$ cat src/rtl/fpu_mul_mantissa_core.sv
// Iterative FP32 multiply front-end: unpacks operands, forms the biased exponent sum
// and the 24x24 mantissa product (radix-2 shift-add), pre-adjusts product overflow.
module fpu_mul_mantissa_core #(
   parameter int unsigned MW   = 24,
   parameter int unsigned EW   = 8,
   parameter int unsigned BIAS = 127
) (
   input  logic            clk,
   input  logic            rst,
   input  logic            in_valid,
   output logic            in_ready,
   input  logic [31:0]     in_a,
   input  logic [31:0]     in_b,
   output logic            out_valid,
   input  logic            out_ready,
   output logic            out_s,
   output logic [EW-1:0]   out_e,
   output logic [2*MW-1:0] out_m,
   output logic            out_zero,
   output logic            out_inf,
   output logic            out_nan,
   output logic            out_ovf,
   output logic            out_unf
);

   localparam int unsigned PW = 2 * MW;
   localparam int unsigned XW = EW + 2;
   localparam int unsigned FW = MW - 1;
   localparam int unsigned CW = $clog2(MW + 1);
   localparam logic [XW-1:0] EMAX = XW'(2 ** EW - 1);

   typedef enum logic [1:0] {IDLE, MUL, ADJ, DONE} state_t;

   state_t state, state_next;

   logic [PW-1:0] acc;
   logic [MW-1:0] mcand;
   logic [MW-1:0] mplier;
   logic [CW-1:0] count;
   logic [XW-1:0] exp_r;
   logic          sign_r, nan_r, inf_r, zero_r;

   // Operand unpack and classification
   logic [EW-1:0] ea, eb;
   logic [FW-1:0] fa, fb;
   logic          a_zero, b_zero, a_inf, b_inf, a_nan, b_nan;
   logic [XW-1:0] exp_in;

   assign ea     = in_a[FW +: EW];
   assign eb     = in_b[FW +: EW];
   assign fa     = in_a[FW-1:0];
   assign fb     = in_b[FW-1:0];
   assign a_zero = (ea == '0);
   assign b_zero = (eb == '0);
   assign a_nan  = (&ea) && (|fa);
   assign b_nan  = (&eb) && (|fb);
   assign a_inf  = (&ea) && !(|fa);
   assign b_inf  = (&eb) && !(|fb);
   assign exp_in = XW'(ea) + XW'(eb) - XW'(BIAS);

   // Product overflow pre-adjust and exponent range detection (exp is two's complement)
   logic [PW-1:0] prod_adj;
   logic [XW-1:0] exp_adj;
   logic          exp_ovf, exp_unf;

   always_comb begin
      prod_adj = acc;
      exp_adj  = exp_r;
      if (acc[PW-1]) begin
         prod_adj = acc >> 1;
         exp_adj  = exp_r + XW'(1);
      end
      exp_ovf = !exp_adj[XW-1] && (exp_adj >= EMAX);
      exp_unf = exp_adj[XW-1] || (exp_adj == '0);
   end

   always_ff @(posedge clk or posedge rst) begin
      if (rst) state <= IDLE;
      else     state <= state_next;
   end

   always_comb begin
      state_next = state;
      case (state)
         IDLE: if (in_valid) state_next = MUL;
         MUL:  if (count == CW'(MW - 1)) state_next = ADJ;
         ADJ:  state_next = DONE;
         DONE: if (out_ready) state_next = IDLE;
         default: state_next = IDLE;
      endcase
   end

   always_ff @(posedge clk or posedge rst) begin
      if (rst) begin
         in_ready  <= 1'b1;
         acc       <= '0;
         mcand     <= '0;
         mplier    <= '0;
         count     <= '0;
         exp_r     <= '0;
         sign_r    <= 1'b0;
         nan_r     <= 1'b0;
         inf_r     <= 1'b0;
         zero_r    <= 1'b0;
         out_valid <= 1'b0;
         out_s     <= 1'b0;
         out_e     <= '0;
         out_m     <= '0;
         out_zero  <= 1'b0;
         out_inf   <= 1'b0;
         out_nan   <= 1'b0;
         out_ovf   <= 1'b0;
         out_unf   <= 1'b0;
      end else begin
         in_ready <= (state_next == IDLE);
         case (state)
            IDLE: if (in_valid) begin
               sign_r <= in_a[FW+EW] ^ in_b[FW+EW];
               exp_r  <= exp_in;
               nan_r  <= a_nan || b_nan || (a_inf && b_zero) || (b_inf && a_zero);
               inf_r  <= a_inf || b_inf;
               zero_r <= a_zero || b_zero;
               mcand  <= a_zero ? '0 : {1'b1, fa};
               mplier <= b_zero ? '0 : {1'b1, fb};
               acc    <= '0;
               count  <= '0;
            end
            MUL: begin
               if (mplier[0]) acc <= acc + (PW'(mcand) << count);
               mplier <= mplier >> 1;
               count  <= count + CW'(1);
            end
            ADJ: begin
               out_valid <= 1'b1;
               out_s     <= sign_r;
               out_nan   <= nan_r;
               out_inf   <= inf_r && !nan_r;
               out_zero  <= zero_r && !nan_r && !inf_r;
               if (nan_r || inf_r) begin
                  out_e   <= '1;
                  out_m   <= '0;
                  out_ovf <= 1'b0;
                  out_unf <= 1'b0;
               end else if (zero_r) begin
                  out_e   <= '0;
                  out_m   <= '0;
                  out_ovf <= 1'b0;
                  out_unf <= 1'b0;
               end else begin
                  out_m   <= prod_adj;
                  out_ovf <= exp_ovf;
                  out_unf <= exp_unf;
                  out_e   <= exp_ovf ? '1 : (exp_unf ? '0 : exp_adj[EW-1:0]);
               end
            end
            DONE: if (out_ready) out_valid <= 1'b0;
            default: ;
         endcase
      end
   end

endmodule
$ cat config.mk
export PLATFORM = sky130hd
export DESIGN_NAME = fpu_mul_mantissa_core
export DESIGN_NICKNAME = d
export VERILOG_FILES = /design/src/rtl/fpu_mul_mantissa_core.sv
export SDC_FILE = /design/constraint.sdc
export NUM_CORES = 1
export LEC_CHECK = 0
export CAP_MARGIN = 0
export CORE_UTILIZATION = 58
export DETAILED_ROUTE_END_ITERATION = 7
export PLACE_DENSITY = 0.8
export SETUP_SLACK_MARGIN = 0.3
export SLEW_MARGIN = 10
export SYNTH_ARGS = -nofsm -noshare
export SYNTH_HDL_FRONTEND = slang
export SYNTH_SLANG_ARGS = --single-unit
$ cat constraint.sdc
create_clock -name clk -period 7.6 [get_ports clk]
set_clock_uncertainty 0.15 [all_clocks]
set_input_delay 1.14 -clock clk [delete_from_list [all_inputs] [get_ports clk]]
set_output_delay 1.14 -clock clk [all_outputs]
set_load 0.02 [all_outputs]
==> results of run 1 <==
==> cell type report <==
type                    instances  area, sq um  share of cell area [%]
multi-input cells            1100         7180                    50.3
flip-flops and latches        180         4510                    31.6
repair buffers                146         1420                    9.97
clock buffers                  17          425                    2.98
inverters                      52          200                    1.40
clock inverters                15          190                    1.33
well taps                     270          338                    2.37
==> flip-flops by register name, indices dropped and copies added, names as in the netlist, 2 cells and up <==
register,cells
acc,48
count,5
exp_r,10
mcand,24
mplier,24
out_e,8
out_m,47
state,2
==> report_power, final <==
part / internal (W) / total [W] / switching (W) / leakage [nW]
Clock: 0.000474 / 0.000913 / 0.000439 / 0.293
Combinational: 0.00150 / 0.00381 / 0.00231 / 3.82
Sequential: 0.00127 / 0.00157 / 0.000295 / 2.38
==> routing by layer <==
metal	track usage (%)	vias to the layer above	wire length (um)
met3	4.63	51	1580
met2	46.7	383	14200
li1	-	5296	-
met1	40.5	5168	14000
met4	7.78	0	660
met5	0	-	0
==> synth_stat cells (6+ instances only) <==
cell type,number
a211oi_1,6
a21o_1,30
a21oi_1,71
a222oi_1,23
a22o_1,6
a31oi_1,12
and2_1,8
and3_1,12
buf_1,9
buf_2,6
clkbuf_1,76
dfrtp_1,179
ha_1,64
inv_1,51
mux2_2,13
mux2i_1,83
mux4_2,8
nand2_1,247
nand2b_1,6
nand3_1,27
nand4_1,23
nor2_1,82
nor3_1,12
nor4_1,15
o211ai_1,6
o21ai_0,167
o21bai_1,12
o22ai_1,13
o31ai_1,11
or3_1,10
or4_1,6
xnor2_1,22
xor2_1,30
==> stage by stage <==
step                std cells  hold slack [ps]  area [sq um]  total power, W
detailed placement       1748              319         13600         0.00531
CTS                      1780              335         14300         0.00625
global placement         1748              311         13600         0.00523
finish                   1780              329         14300         0.00630
global route             1780              346         14300         0.00678
floorplan                1425              300         12200         0.00438
==> worst min-delay path, stage by stage (launching register included) <==
cell and delay [ps]:
dfrtp_1 340, nand2_1 40, o21ai_0 60
==> placed cells by master, fill, tap and decap left out, drive strengths merged, types with 22 or more instances in the layout <==
| cell | n |
|---|---|
| xnor2 | 22 |
| a21oi | 74 |
| clkdlybuf4s50 | 130 |
| o21ai | 172 |
| nand3 | 27 |
| xor2 | 30 |
| a222oi | 23 |
| mux2i | 83 |
| nand4 | 23 |
| inv | 57 |
| a21o | 32 |
| dfrtp | 179 |
| nor2 | 82 |
| nand2 | 247 |
| ha | 64 |
==> path summary, 6_finish.rpt <==
path | endpoint | slack (ps) | depth (start not counted) | start
setup / recovery | acc[47]$_DFFE_PP0P_ | 2830 | 17 | count[0]$_DFFE_PP0P_
hold / removal | out_m[20]$_DFFE_PP0P_ | 330 | 2 | out_m[20]$_DFFE_PP0P_
setup reg to reg | acc[47]$_DFFE_PP0P_ | 2830 | 17 | count[0]$_DFFE_PP0P_
hold reg to reg | out_m[20]$_DFFE_PP0P_ | 330 | 2 | out_m[20]$_DFFE_PP0P_
max in group asynchronous | count[2]$_DFFE_PP0P_ | 4700 | 3 | rst
min in group asynchronous | out_m[9]$_DFFE_PP0P_ | 1130 | 2 | rst
==> cell families (layout without fill, tap and decap cells) <==
kind of cell / count (synthesis) / after routing / share of synthesized area, %
AO/OA/AOI/OAI: 413 / 413 / 21.7
XOR/XNOR: 52 / 52 / 3.72
adder cells (fa/ha/maj): 66 / 66 / 6.87
buffers and inverters: 145 / 230 / 4.60
flip-flops: 180 / 180 / 36.8
multiplexers: 104 / 104 / 9.46
other: 1 / 1 / 0.0306
AND/OR/NAND/NOR: 464 / 464 / 16.8
==> impl_metrics.ini, run 1 <==
[detailed_routing]
drc_errors = 0
vias_per_cell = 6.12
totalWireLength_mm = 30.4
dr_total_vias = 10900
first_iter_violations = 839
wl_per_cell_um = 17.1
ant_nets = 0
drt_pass1_iterations = 8

[clock_network]
clock_latency_ps = 450
cts_buffer_depth = 2
clock_sinks = 180
postCtsSetupBuffers = 0
htreeDepth = 4
clkTransAtPathRegs_ps = 80
cts_buffers = 17
cts_resized = 0
hold_buffers = 0
root_buffer = clkbuf_16
cts_tree = built

[worst_setup_path]
critPathMaxStageDelay_ps = 480
critical-path-top-delay-family = compound AO/OA/AOI/OAI gates
critPathMaxFanout = 30
worstPathArrival_ps = 4950
slowest_stage = o21ai_0
path_class = reg2reg
crit_path_frequent_cell = o21ai_0
start_kind = flip-flop
setup.worst_path.end_class = flip-flop
path_cells = buf_4 > clkinv_1 > o21ai_0 > o21ai_0 > o21ai_0 > nor2_1 > a21oi_1 > ha_1 > a21oi_1 > o211ai_1 > a31o_2 > a2111oi_2 > o31a_1 > nand4_1 > and3_1 > o211a_1 > a211o_1
cp.required_ps = 7790
crit_buf_inv = 2

[sta]
period_share_pct = 62.7
setup_ws_ps = 2830
fin_crit_ps = 4770
setup_violations = 0
rsz0062_at_grt = false
final-hold-violation-count = 0
slew_headroom_pct = 16.1
worst_pin_slew_ps = 1260
timing.fmax_mhz = 210
setup_tns_ps = 0
drv_slew = 0

[floorplan]
coreArea_sq_um = 20400
die_y_um = 147
io_pins = 132
row_count = 52
initial_core_util_pct = 59.9
die_w_um = 147
die_area_sq_um = 21700

[grt]
globalRoute.totalOverflow = 0
grt_pass1_vias = 10100
grt_pass1_wl_mm = 50.6
grt_usage_pct = 29.0
grt_max_degree = 107
antenna_found_initial = 0

[power]
irDropWorstVdd_v = 0.000217
power_density_nw_per_um2 = 442
power_leakage_nw = 6.49

[synthesis]
netlist_top_cells_area = dfrtp_1 37%, nand2_1 7.6%, o21ai_0 6.8%, mux2i_1 6.8%, ha_1 6.5%
async_reset_ff_share_pct = 100
synthesis.area_sq_um = 12200
yosysTopAreaCell = dfrtp_1
synth.distinct_cells = 76
yosysSeqAreaShare_pct = 36.8
syn-num-nets = 1559
syn-instance-count = 1425
avgSynthCellArea_sq_um = 8.59
yosys_warnings = 0
synth_top_area_share_pct = 36.6
synthFlopType = dfrtp_1
ys_ff_latch = 180
synth-edff-count = 0

[cells_and_area]
final_util_pct = 69.8
final_nets = 1631
antenna_cells = 0
nFillCells = 1707
syn_to_final_growth_pct = 16.5
layout-drive-gt1-share_pct = 6.16

[place]
dp_hpwl_mm = 21.9
gp_congestion = 0.930
post-place-ws_ps = 2910
port_buffers = 130

[job]
maxCapViolations = 0

[outcome]
run_status = finished, final reports clean

[min_path]
hold_class = reg2reg
No activity file was read; power rests on OpenSTA's default activity.
==> inputs of run 2 (changes only) <==
==> constraint.sdc (replaced) <==
create_clock -name clk -period 4.57 [get_ports clk]
set_clock_uncertainty 0.15 [all_clocks]
set_input_delay 0.6855 -clock clk [delete_from_list [all_inputs] [get_ports clk]]
set_output_delay 0.6855 -clock clk [all_outputs]
set_load 0.02 [all_outputs]
==> impl_metrics.ini, run 2 (synthesis results as in run 1) <==
[outcome]
run_status = finished, final reports clean

[cells_and_area]
final_cell_mix = 246 x nand2_1, 176 x dfrtp_1, 155 x o21ai_0
top_regs = acc: 48 flops, out_m: 47 flops
antenna_cells = 0
final_nets = 1665
layout_commonest_cell = nand2_1
largest_reg_flops = 48
syn_to_final_growth_pct = 22.1
regMostFlops = acc
layout-drive-gt1-share_pct = 12.4

[sta]
rsz0062_at_grt = true
timing.fmax_mhz = 230
setup_tns_ps = 0
drv_slew = 0
fin_crit_ps = 4340
period_share_pct = 95.1
final-hold-violation-count = 0
setup_ws_ps = 225
worst_pin_slew_ps = 937
setup_violations = 0
slew_headroom_pct = 37.5

[detailed_routing]
totalWireLength_mm = 32.7
vias_per_cell = 6.26
dr_total_vias = 11400
ant_nets = 0
wl_per_cell_um = 18.0
first_iter_violations = 953
drc_errors = 0
drt_pass1_iterations = 6

[grt]
globalRoute.totalOverflow = 0
grt_pass1_wl_mm = 51.6
grt_usage_pct = 29.7
antenna_found_initial = 0
grt_max_degree = 102
grt_pass1_vias = 10200

[floorplan]
initial_core_util_pct = 59.9
die_y_um = 147
coreArea_sq_um = 20400
die_area_sq_um = 21700
io_pins = 132
die_w_um = 147
row_count = 52

[power]
comb_power_share_pct = 63.4
p_sw_share_pct = 48.4
power_leakage_nw = 6.66
power_w = 0.0115
power_density_nw_per_um2 = 771
power_frac_seq_pct = 23.4
intPower_w = 0.00595
power.share.clock_pct = 13.2
irDropWorstVdd_v = 0.000371
power.switching_w = 0.00557

[place]
port_buffers = 130
dp_hpwl_mm = 23.4
post-place-ws_ps = 242
gp_congestion = 0.931

[worst_setup_path]
path_class = reg2reg
cp.required_ps = 4760
worstPathArrival_ps = 4530
critPathMaxFanout = 15
setup.worst_path.end_class = flip-flop
start_kind = flip-flop

[clock_network]
root_buffer = clkbuf_16
clock_latency_ps = 450
htreeDepth = 4
clkTransAtPathRegs_ps = 80
hold_buffers = 0
cts_buffers = 17
clock_sinks = 180
cts_buffer_depth = 2
cts_tree = built

[min_path]
hold_class = reg2reg

[job]
maxCapViolations = 0
run 2: cell types whose count changed in the layout (fill, tap and decap cells not counted), moves of 6 or more:
cell     before  now
o21ai_0     167  155
ha_2          0    7
mux2i_2       0   13
o21ai_1       4   12
ha_4          0    9
a21oi_1      71   64
mux2i_1      83   70
buf_4        16   44
ha_1         64   48
a21oi_2       2    8
run 2: power groups by stage:
| stage | clock network (W) | logic (W) | registers (W) |
|---|---|---|---|
| 3_3_place_gp | 0 | 0.00624 | 0.00266 |
| 4_1_cts | 0.00152 | 0.00645 | 0.00265 |
| 3_5_place_dp | 0 | 0.00637 | 0.00268 |
| 2_1_floorplan | 0 | 0.00470 | 0.00259 |
| 5_1_grt | 0.00159 | 0.00789 | 0.00276 |
| 6_report | 0.00152 | 0.00731 | 0.00270 |
run 2: metrics by stage:
stage / cell area (sq um) / std cells / hold WS (ps) / utilization, %
2_1_floorplan: 12200 / 1425 / 300 / -
3_3_place_gp: 13800 / 1769 / 311 / 67.7
6_report: 14900 / 1814 / 326 / 73.2
5_1_grt: 14900 / 1814 / 348 / 73.2
3_5_place_dp: 13800 / 1769 / 316 / 67.7
4_1_cts: 14500 / 1802 / 335 / 70.8
run 2: per-layer routing:
metal	GRT usage [%]	share of wire [%]
met4	11.4	2.8
met1	40.4	43
met2	48.1	48
met5	0	0
met3	4.25	6.1
run 2: critical path, cell delays in order (launching register included):
cell and delay, ps:
dfrtp_2 410, buf_12 170, mux4_2 570, mux2i_2 240, nand2_1 80, nand2_1 150, nor2_1 90, ha_1 330
a21oi_1 230, o21ai_0 180, nor3_2 270, a21oi_2 120, o211ai_1 320, a21boi_1 150, o21a_1 200, or3_1 310
a32o_1 250
run 2: cell type report:
type                            count  area [sq um]
Fill cell                        1540          5480
Timing Repair Buffer              180          1760
Inverter                           52           203
Multi-Input combinational cell   1100          7530
Tap cell                          270           338
Sequential cell                   180          4510
Clock buffer                       17           425
Clock inverter                     15           185
run 2: final timing paths:
check                           slack [ps]                   from                     to  cells after the start
worst max-delay path                   230   count[0]$_DFFE_PP0P_    acc[32]$_DFFE_PP0P_                     16
worst min-delay path                   330  out_m[20]$_DFFE_PP0P_  out_m[20]$_DFFE_PP0P_                      2
worst max register to register         230   count[0]$_DFFE_PP0P_    acc[32]$_DFFE_PP0P_                     16
worst min register to register         330  out_m[20]$_DFFE_PP0P_  out_m[20]$_DFFE_PP0P_                      2
max in group asynchronous             3190                    rst   count[1]$_DFFE_PP0P_                      3
min in group asynchronous              570                    rst  out_m[12]$_DFFE_PP0P_                      3
run 2: repair_timing:
item | 4_1_cts | 5_1_grt
endpoints found under the setup margin | 6 | 22
cloned | 0 | 1
endpoints found under the hold margin | 0 | 0
resized for setup | 5 | 88
setup buffers | 1 | 11
pin swaps | 2 | 12
